<file path="src/rtl/con_pkg.sv">
// Shared constants for the accumulator-CPU control sequencer: CON bit
// positions, ALU op codes, instruction opcodes and the sequencer states.
package con_pkg;

  // CON bit positions
  localparam int B_PC_MAR   = 0;
  localparam int B_PC_INC   = 1;
  localparam int B_IR_PC    = 2;
  localparam int B_MBR_IR   = 3;
  localparam int B_IR_MAR   = 4;
  localparam int B_MBR_BR   = 5;
  localparam int B_ACC_MBR  = 6;
  localparam int B_MEM_MBR  = 7;
  localparam int B_MBR_MEM  = 8;
  localparam int B_ALU_ACC  = 10;
  localparam int B_ALU_OP   = 11;  // 4-bit field, bits 14:11
  localparam int B_HALT     = 15;

  // ALU op codes
  localparam logic [3:0] ALU_NONE = 4'd0;
  localparam logic [3:0] ALU_ADD  = 4'd1;
  localparam logic [3:0] ALU_SUB  = 4'd2;
  localparam logic [3:0] ALU_AND  = 4'd3;
  localparam logic [3:0] ALU_OR   = 4'd4;
  localparam logic [3:0] ALU_NOT  = 4'd5;
  localparam logic [3:0] ALU_SHR  = 4'd6;
  localparam logic [3:0] ALU_SHL  = 4'd7;
  localparam logic [3:0] ALU_MPY  = 4'd8;
  localparam logic [3:0] ALU_PASS = 4'd9;

  // Instruction opcodes (IR[15:8])
  localparam logic [7:0] OP_STORE  = 8'h01;
  localparam logic [7:0] OP_LOAD   = 8'h02;
  localparam logic [7:0] OP_ADD    = 8'h03;
  localparam logic [7:0] OP_SUB    = 8'h04;
  localparam logic [7:0] OP_JMPGEZ = 8'h05;
  localparam logic [7:0] OP_JMP    = 8'h06;
  localparam logic [7:0] OP_HALT   = 8'h07;
  localparam logic [7:0] OP_MPY    = 8'h08;
  localparam logic [7:0] OP_AND    = 8'h0A;
  localparam logic [7:0] OP_OR     = 8'h0B;
  localparam logic [7:0] OP_NOT    = 8'h0C;
  localparam logic [7:0] OP_SHR    = 8'h0D;
  localparam logic [7:0] OP_SHL    = 8'h0E;

  typedef enum logic [3:0] {
    S_IDLE, S_FMAR, S_FREQ, S_FLAT, S_FIR, S_DEC, S_EMAR, S_RREQ,
    S_RLAT, S_RBR, S_ALU, S_WMBR, S_WREQ, S_JMP, S_HALT
  } state_t;

  // ALU operation used in the ALU state for a given opcode; LOAD passes BR through.
  function automatic logic [3:0] alu_op_of(input logic [7:0] op);
    logic [3:0] r;
    r = ALU_NONE;
    case (op)
      OP_LOAD: r = ALU_PASS;
      OP_ADD:  r = ALU_ADD;
      OP_SUB:  r = ALU_SUB;
      OP_AND:  r = ALU_AND;
      OP_OR:   r = ALU_OR;
      OP_NOT:  r = ALU_NOT;
      OP_SHR:  r = ALU_SHR;
      OP_SHL:  r = ALU_SHL;
      OP_MPY:  r = ALU_MPY;
      default: r = ALU_NONE;
    endcase
    return r;
  endfunction

endpackage

</file>
<file path="src/rtl/con_decode.sv">
// Pure combinational map from (state, opcode) to the control word and the
// memory handshake / halt flags. Each state drives at most one writer per register.
module con_decode
  import con_pkg::*;
#(
  parameter int CON_W = 32,
  parameter int OP_W  = 8
) (
  input  state_t           state,
  input  logic [OP_W-1:0]  op,
  output logic [CON_W-1:0] con,
  output logic             mem_req,
  output logic             mem_we,
  output logic             halted
);

  // Per-state control word decode
  always_comb begin
    con     = '0;
    mem_req = 1'b0;
    mem_we  = 1'b0;
    halted  = 1'b0;
    case (state)
      S_FMAR: con[B_PC_MAR] = 1'b1;
      S_FREQ: mem_req = 1'b1;
      S_FLAT: begin
        con[B_MEM_MBR] = 1'b1;
        con[B_PC_INC]  = 1'b1;
      end
      S_FIR:  con[B_MBR_IR] = 1'b1;
      S_EMAR: con[B_IR_MAR] = 1'b1;
      S_RREQ: mem_req = 1'b1;
      S_RLAT: con[B_MEM_MBR] = 1'b1;
      S_RBR:  con[B_MBR_BR] = 1'b1;
      S_ALU: begin
        con[B_ALU_ACC]      = 1'b1;
        con[B_ALU_OP +: 4]  = alu_op_of(op[7:0]);
      end
      S_WMBR: con[B_ACC_MBR] = 1'b1;
      S_WREQ: begin
        mem_req        = 1'b1;
        mem_we         = 1'b1;
        con[B_MBR_MEM] = 1'b1;
      end
      S_JMP:  con[B_IR_PC] = 1'b1;
      S_HALT: begin
        con[B_HALT] = 1'b1;
        halted      = 1'b1;
      end
      default: ;
    endcase
  end

endmodule

</file>
<file path="src/rtl/con_sequencer.sv">
// Hardwired fetch/decode/execute sequencer for the 16-bit accumulator CPU.
//
// state | meaning
// IDLE  | after reset, nothing asserted
// FMAR  | PC -> MAR
// FREQ  | instruction read request, wait for MEM_ACK
// FLAT  | MEM -> MBR, PC + 1
// FIR   | MBR -> IR
// DEC   | latch opcode, branch
// EMAR  | IR[7:0] -> MAR (operand address)
// RREQ  | operand read request, wait for MEM_ACK
// RLAT  | MEM -> MBR
// RBR   | MBR -> BR
// ALU   | ALU result -> ACC
// WMBR  | ACC -> MBR
// WREQ  | write request, wait for MEM_ACK
// JMP   | IR[7:0] -> PC
// HALT  | stopped until reset
//
// Outputs are registered from the decode of the next state, so they line up
// with the state register without any input-to-output combinational path.
module con_sequencer
  import con_pkg::*;
#(
  parameter int CON_W = 32,
  parameter int OP_W  = 8
) (
  input  logic             CLK,
  input  logic             RST,
  input  logic [OP_W-1:0]  IR_OP,
  input  logic             ACC_NEG,
  input  logic             MEM_ACK,
  output logic [CON_W-1:0] CON,
  output logic             MEM_REQ,
  output logic             MEM_WE,
  output logic             HALTED
);

  state_t           state, state_nxt;
  logic [OP_W-1:0]  op_q, op_nxt;
  logic [CON_W-1:0] con_nxt;
  logic             req_nxt, we_nxt, halted_nxt;

  assign op_nxt = (state == S_DEC) ? IR_OP : op_q;

  // Next-state logic
  always_comb begin
    state_nxt = state;
    case (state)
      S_IDLE: state_nxt = S_FMAR;
      S_FMAR: state_nxt = S_FREQ;
      S_FREQ: state_nxt = MEM_ACK ? S_FLAT : S_FREQ;
      S_FLAT: state_nxt = S_FIR;
      S_FIR:  state_nxt = S_DEC;
      S_DEC: begin
        case (IR_OP)
          OP_LOAD, OP_ADD, OP_SUB, OP_AND, OP_OR, OP_MPY, OP_STORE:
                      state_nxt = S_EMAR;
          OP_NOT, OP_SHR, OP_SHL:
                      state_nxt = S_ALU;
          OP_JMP:     state_nxt = S_JMP;
          OP_JMPGEZ:  state_nxt = ACC_NEG ? S_FMAR : S_JMP;
          OP_HALT:    state_nxt = S_HALT;
          default:    state_nxt = S_FMAR;
        endcase
      end
      S_EMAR: state_nxt = (op_q == OP_STORE) ? S_WMBR : S_RREQ;
      S_RREQ: state_nxt = MEM_ACK ? S_RLAT : S_RREQ;
      S_RLAT: state_nxt = S_RBR;
      S_RBR:  state_nxt = S_ALU;
      S_ALU:  state_nxt = S_FMAR;
      S_WMBR: state_nxt = S_WREQ;
      S_WREQ: state_nxt = MEM_ACK ? S_FMAR : S_WREQ;
      S_JMP:  state_nxt = S_FMAR;
      S_HALT: state_nxt = S_HALT;
      default: state_nxt = S_IDLE;
    endcase
  end

  con_decode #(
    .CON_W (CON_W),
    .OP_W  (OP_W)
  ) u_decode (
    .state   (state_nxt),
    .op      (op_nxt),
    .con     (con_nxt),
    .mem_req (req_nxt),
    .mem_we  (we_nxt),
    .halted  (halted_nxt)
  );

  // State, opcode and registered outputs; reset wins over everything
  always_ff @(posedge CLK) begin
    if (RST) begin
      state   <= S_IDLE;
      op_q    <= '0;
      CON     <= '0;
      MEM_REQ <= 1'b0;
      MEM_WE  <= 1'b0;
      HALTED  <= 1'b0;
    end else begin
      state   <= state_nxt;
      op_q    <= op_nxt;
      CON     <= con_nxt;
      MEM_REQ <= req_nxt;
      MEM_WE  <= we_nxt;
      HALTED  <= halted_nxt;
    end
  end

endmodule

</file>
<file path="config.mk">
export PLATFORM = sky130hd
export DESIGN_NAME = con_sequencer
export DESIGN_NICKNAME = d
export VERILOG_FILES = /design/src/rtl/con_pkg.sv /design/src/rtl/con_decode.sv /design/src/rtl/con_sequencer.sv
export SDC_FILE = /design/constraint.sdc
export NUM_CORES = 1
export LEC_CHECK = 0
export BUFFER_PORTS_ARGS = -buffer_cell sky130_fd_sc_hd__buf_4
export CORE_UTILIZATION = 40
export CTS_CLUSTER_SIZE = 30
export DETAILED_ROUTE_END_ITERATION = 12
export GPL_TIMING_DRIVEN = 0
export SLEW_MARGIN = 15
export SYNTH_ARGS = -nofsm -noshare
export SYNTH_HDL_FRONTEND = slang
export SYNTH_SLANG_ARGS = --single-unit
</file>
<file path="constraint.sdc">
create_clock -name CLK -period 2.5 [get_ports CLK]
set_input_delay 0.25 -clock CLK [delete_from_list [all_inputs] [get_ports CLK]]
set_output_delay 0.25 -clock CLK [all_outputs]
set_load 0.02 [all_outputs]
</file>
After elaboration in Yosys (flattened, before gate mapping)
Memory sizes are Yosys's and may differ from the RTL's. A register that Yosys moved wholly into a read port is not among the register bits.
Index checks and enable logic that the tools add are counted.
{ "totals": {"ff_bits": 43, "mem_bits_ro": 64, "inputBits": 12, "output_inout_bits": 35, "mem_count": 1} }
{ "memory_table": {"columns": ["name", "words", "width", "rd", "rd_clocked_by_memory_dff", "wr", "line_no", "text"], "rows": [
  ["(name not given)", 16, 4, 1, 1, 0, "con_pkg.sv:55", "case (op)"]
]} }
{ "classes": {"muxes": 20, "n_reduce_logical": 8, "eq_ne": 41, "n_bitwise": 2} }
{ "ops": {"columns": ["cell", "count"], "rows": [
  ["$eq A4 B4 Y1 const B", 14],
  ["$pmux W4 S13", 1],
  ["$eq A8 B4 Y1 const B", 6],
  ["$eq A8 B3 Y1 const B", 4],
  ["$eq A4 B3 Y1 const B", 7],
  ["$pmux W4 S5", 1],
  ["$eq A4 B2 Y1 const B", 4],
  ["$eq A8 B1 Y1 const B", 2],
  ["$eq A8 B2 Y1 const B", 2],
  ["$mux W4", 4],
  ["$mux W1", 13],
  ["$reduce_or A3 Y1", 4],
  ["$eq A4 B1 Y1 const B", 2],
  ["$logic_not A4 Y1", 2],
  ["$mux W8", 1],
  ["$reduce_or A7 Y1", 1],
  ["$not A1 Y1", 2],
  ["$reduce_or A2 Y1", 1]
]} }

Logic depth before layout (Yosys ltp)
{ "depth": {"word_depth": 7, "ltp_mapped": 10} }

Modules after synthesis
A second synthesis with hierarchy kept.
{ "hier_totals": {"hier_cells": 233, "hier_area_um2": 2174.6} }
{ "by_module_without_submodules": {"columns": ["mod", "instances", "cells_per_inst", "seq_area_each_um2", "area_each_um2"], "rows": [
  ["con_sequencer", 1, 167, 940.9, 1726.7],
  ["con_decode", 1, 66, 0.0, 447.9]
]} }

Least setup slack after synthesis
OpenSTA, ideal clock, no wires.
{ "synth_path": {"path_kind": "reg-to-reg", "from": "register state[1]", "to": "register CON[12]", "slack_ps": 409, "path_buffers": 2, "stages_incl_launch_ff": 10, "required_time_ps": 2348, "arrival_time_ps": 1939, "cell_sequence": "dfxtp_1 buf_6 nor4bb_1 buf_4 mux2i_1 inv_1 ha_1 mux2_2 nor2_1 a211oi_2"} }
{ "synth_between": {"elab_cells_between_ends": 23} }
{ "synth_lines": {"columns": ["element", "line_no", "text"], "rows": [
  ["from (decl)", "con_sequencer.sv:39", "state_t state, state_nxt;"],
  ["from (signal assigned)", "con_sequencer.sv:102", "state <= state_nxt;"],
  ["$eq A4 B3 Y1", "con_sequencer.sv:44", "assign op_nxt = (state == S_DEC) ? IR_OP : op_q;"],
  ["$mux W8", "con_sequencer.sv:44", null],
  ["via op_nxt[1]", "con_sequencer.sv:40", "logic [OP_W-1:0] op_q, op_nxt;"],
  ["to (signal assigned)", "con_sequencer.sv:104", "CON <= con_nxt;"],
  ["to (decl)", "con_sequencer.sv:33", "output logic [CON_W-1:0] CON,"]
]} }
The timed path passes the listed nets, and every way through them passes these cells.
A chain may end at the register's enable or synchronous reset.

Final worst setup path
Ends and elaborated chain as after synthesis.

==> qor.txt <==
nets@finish - 246
Inserted Diodes - 0
Slew HR - 48.0%
ys async rst share - 0%
CP endpoint kind - flip-flop
Yosys top cell by area - dfxtp_1
Pwr per Cell Area - 530 nW/um2
# placed instances - 273
Starting Density - 42.3%
synthesis-stage register bit count - 28
CTS Sinks - 28
Yosys top cell area share - 35.7%
Reg clk slew, reported paths - 0.10 ns
Max Clk Rate - 430 MHz
crit path buf inv count - 3
Die Span Y - 64.7 um
max-slew violation count - 0
Rows - 22
Routed WL - 3.20 mm
Synth Cell Area - 1570 um2
grt total ovfl - 0
Die W - 64.7 um
Vias - 1345
clk_lat worst skew - 0.28 ns
Hold Crit Class - in -> reg
Final setup viols - 0
final setup TNS - 0 ns
vias in the first global route - 1222
status - completed
min Tclk post-route - 2.32 ns
CP delay by family, top - multiplexers
IO buf count - 28
VDD IR-drop max - 0.225 mV
Layout fillers - 362
core region area - 3720 um2
Tot GR Track Use - 16.4%
Final Cell Area - 1980 um2
vias per cell - 4.86
Synth area leaders - dfxtp_1 (36%), buf_4 (9.6%), nor2_1 (7.4%)
Slowest-stage cell, CP - mux2i_2
htree depth - 1
final hold viol count - 0
I/O pins - 47
number of enable flip-flop cells after synthesis - 0
Root Buffer - clkbuf_8
Synth cell types - 51
Yosys warning count - 0
sequential area share after synthesis - 35.7%
antenna violations before repair - 0
area grow syn2layout - 25.8%
TritonCTS clock tree - done
critical path type - reg -> reg
Slew @ Worst Pin - 0.758 ns
Synth Flop Type - dfxtp_1
DP Area - 1900 um2
most frequent cells after synthesis - nor2_1 (31), dfxtp_1 (28), buf_4 (20)
Detailed Place HPWL - 2.49 mm
CP required - 2.63 ns
Die ar. - 4180 um2
DR pass1 iterations - 4
initial DRC count - 50
crit-path max FO - 10
multi-input logic area - 868 um2
Final GP Congestion - 0.944
Routed WL per cell - 11.5 um
first-pass GRT wire length - 5.42 mm
Worst Skew - 0.00719 ns
mean post-synth cell area - 8.68 um2
CP Data Arrival Time - 2.46 ns
number of post-CTS setup repair buffers - 0
CP max stage delay - 0.33 ns
Sequential Area - 561 um2
cell count after synthesis - 181
clk buf depth - 2
crit path launch type - flip-flop
crit path cell chain - buf_6, nor4bb_1, buf_4, mux2i_2, inv_1, ha_1, mux2_2, nor2_1, a211oi_2
TritonCTS buffer count - 3
share of layout cells above drive strength 1 - 28.8%
Pleak - 0.888 nW
post-route ant nets - 0
cell with the most instances after synthesis - nor2_1
largest net degree at the start of global routing - 17
RSZ-0062 raised after global routing - no
Max Cap Viol - 0
Final Core Density - 53.2%
crit share post-route - 92.9%
Layout Cells excl Fill - 277
# DRC - 0
-- per-layer routing --
layer  wire (um)  up-vias  track usage (%)
li1            -      689                -
met5           0        -                0
met1        1470      603             20.8
met3         162        6             2.11
met2        1510       47             28.2
met4          49        0             6.11
-- cells in the final DEF (no fill, tap or decap), drive strengths merged, types with 4 or more instances in the layout --
master	synthesis	layout
buf	23	51
mux2i	8	8
and2	4	4
inv	6	6
nand2	5	5
dfxtp	28	28
nor2	31	31
a21oi	11	11
clkbuf	3	6
o21ai	6	6
nand2b	4	4
conb	1	17
ha	4	4
-- metrics by stage --
step | hold slack, ns | setup WS, ns | power, mW
after floorplan | 0.322 | 0.409 | 0.635
after global placement | 0.478 | 0.179 | 0.691
after detailed placement | 0.484 | 0.172 | 0.693
after CTS | 0.179 | 0.150 | 1.05
after global routing | 0.188 | 0.0619 | 1.10
final | 0.186 | 0.177 | 1.05
-- kinds of logic after synthesis --
family	Yosys count	share of synthesized area, %
buffers and inverters	32	13.1
adder cells (fa/ha/maj)	4	3.19
AND/OR/NAND/NOR	70	24.4
XOR/XNOR	2	1.12
multiplexers	10	6.53
flip-flops	28	35.7
other	1	0.239
AO/OA/AOI/OAI	34	15.8
-- state kept, by name (all words and copies together) (netlist names) --
register,count
HALTED,1
state,4
CON,14
op_q,8
MEM_REQ,1
-- report_power, final --
group	switching [mW]	internal (mW)	total, mW
combinational	0.128	0.0892	0.217
clock	0.145	0.215	0.360
sequential	0.00772	0.462	0.469
-- final cells by class --
class	instances	share of cell area, %
flip-flops and latches	28	28.4
multi-input cells	137	44.0
inverters	6	1.14
clock inverters	1	1.52
plain buffers	26	9.25
repair buffers	28	10.6
clock buffers	3	2.09
well taps	48	3.04
-- repair_timing --
item,CTS,global route
endpoints found under the setup margin,0,1
gates resized for setup,0,1
hold buffers,0,0
-- final timing paths --
| check | slack (ns) | startpoint | end | cells after the start |
|---|---|---|---|---|
| worst max-delay path | 0.18 | state[1] | CON[12] | 9 |
| worst min-delay path | 0.19 | RST | op_q[2] | 2 |
| worst max register to register | 0.18 | state[1] | CON[12] | 9 |
| worst min register to register | 0.51 | op_q[5] | op_q[5] | 2 |
Power figures use the tool's default switching activity.
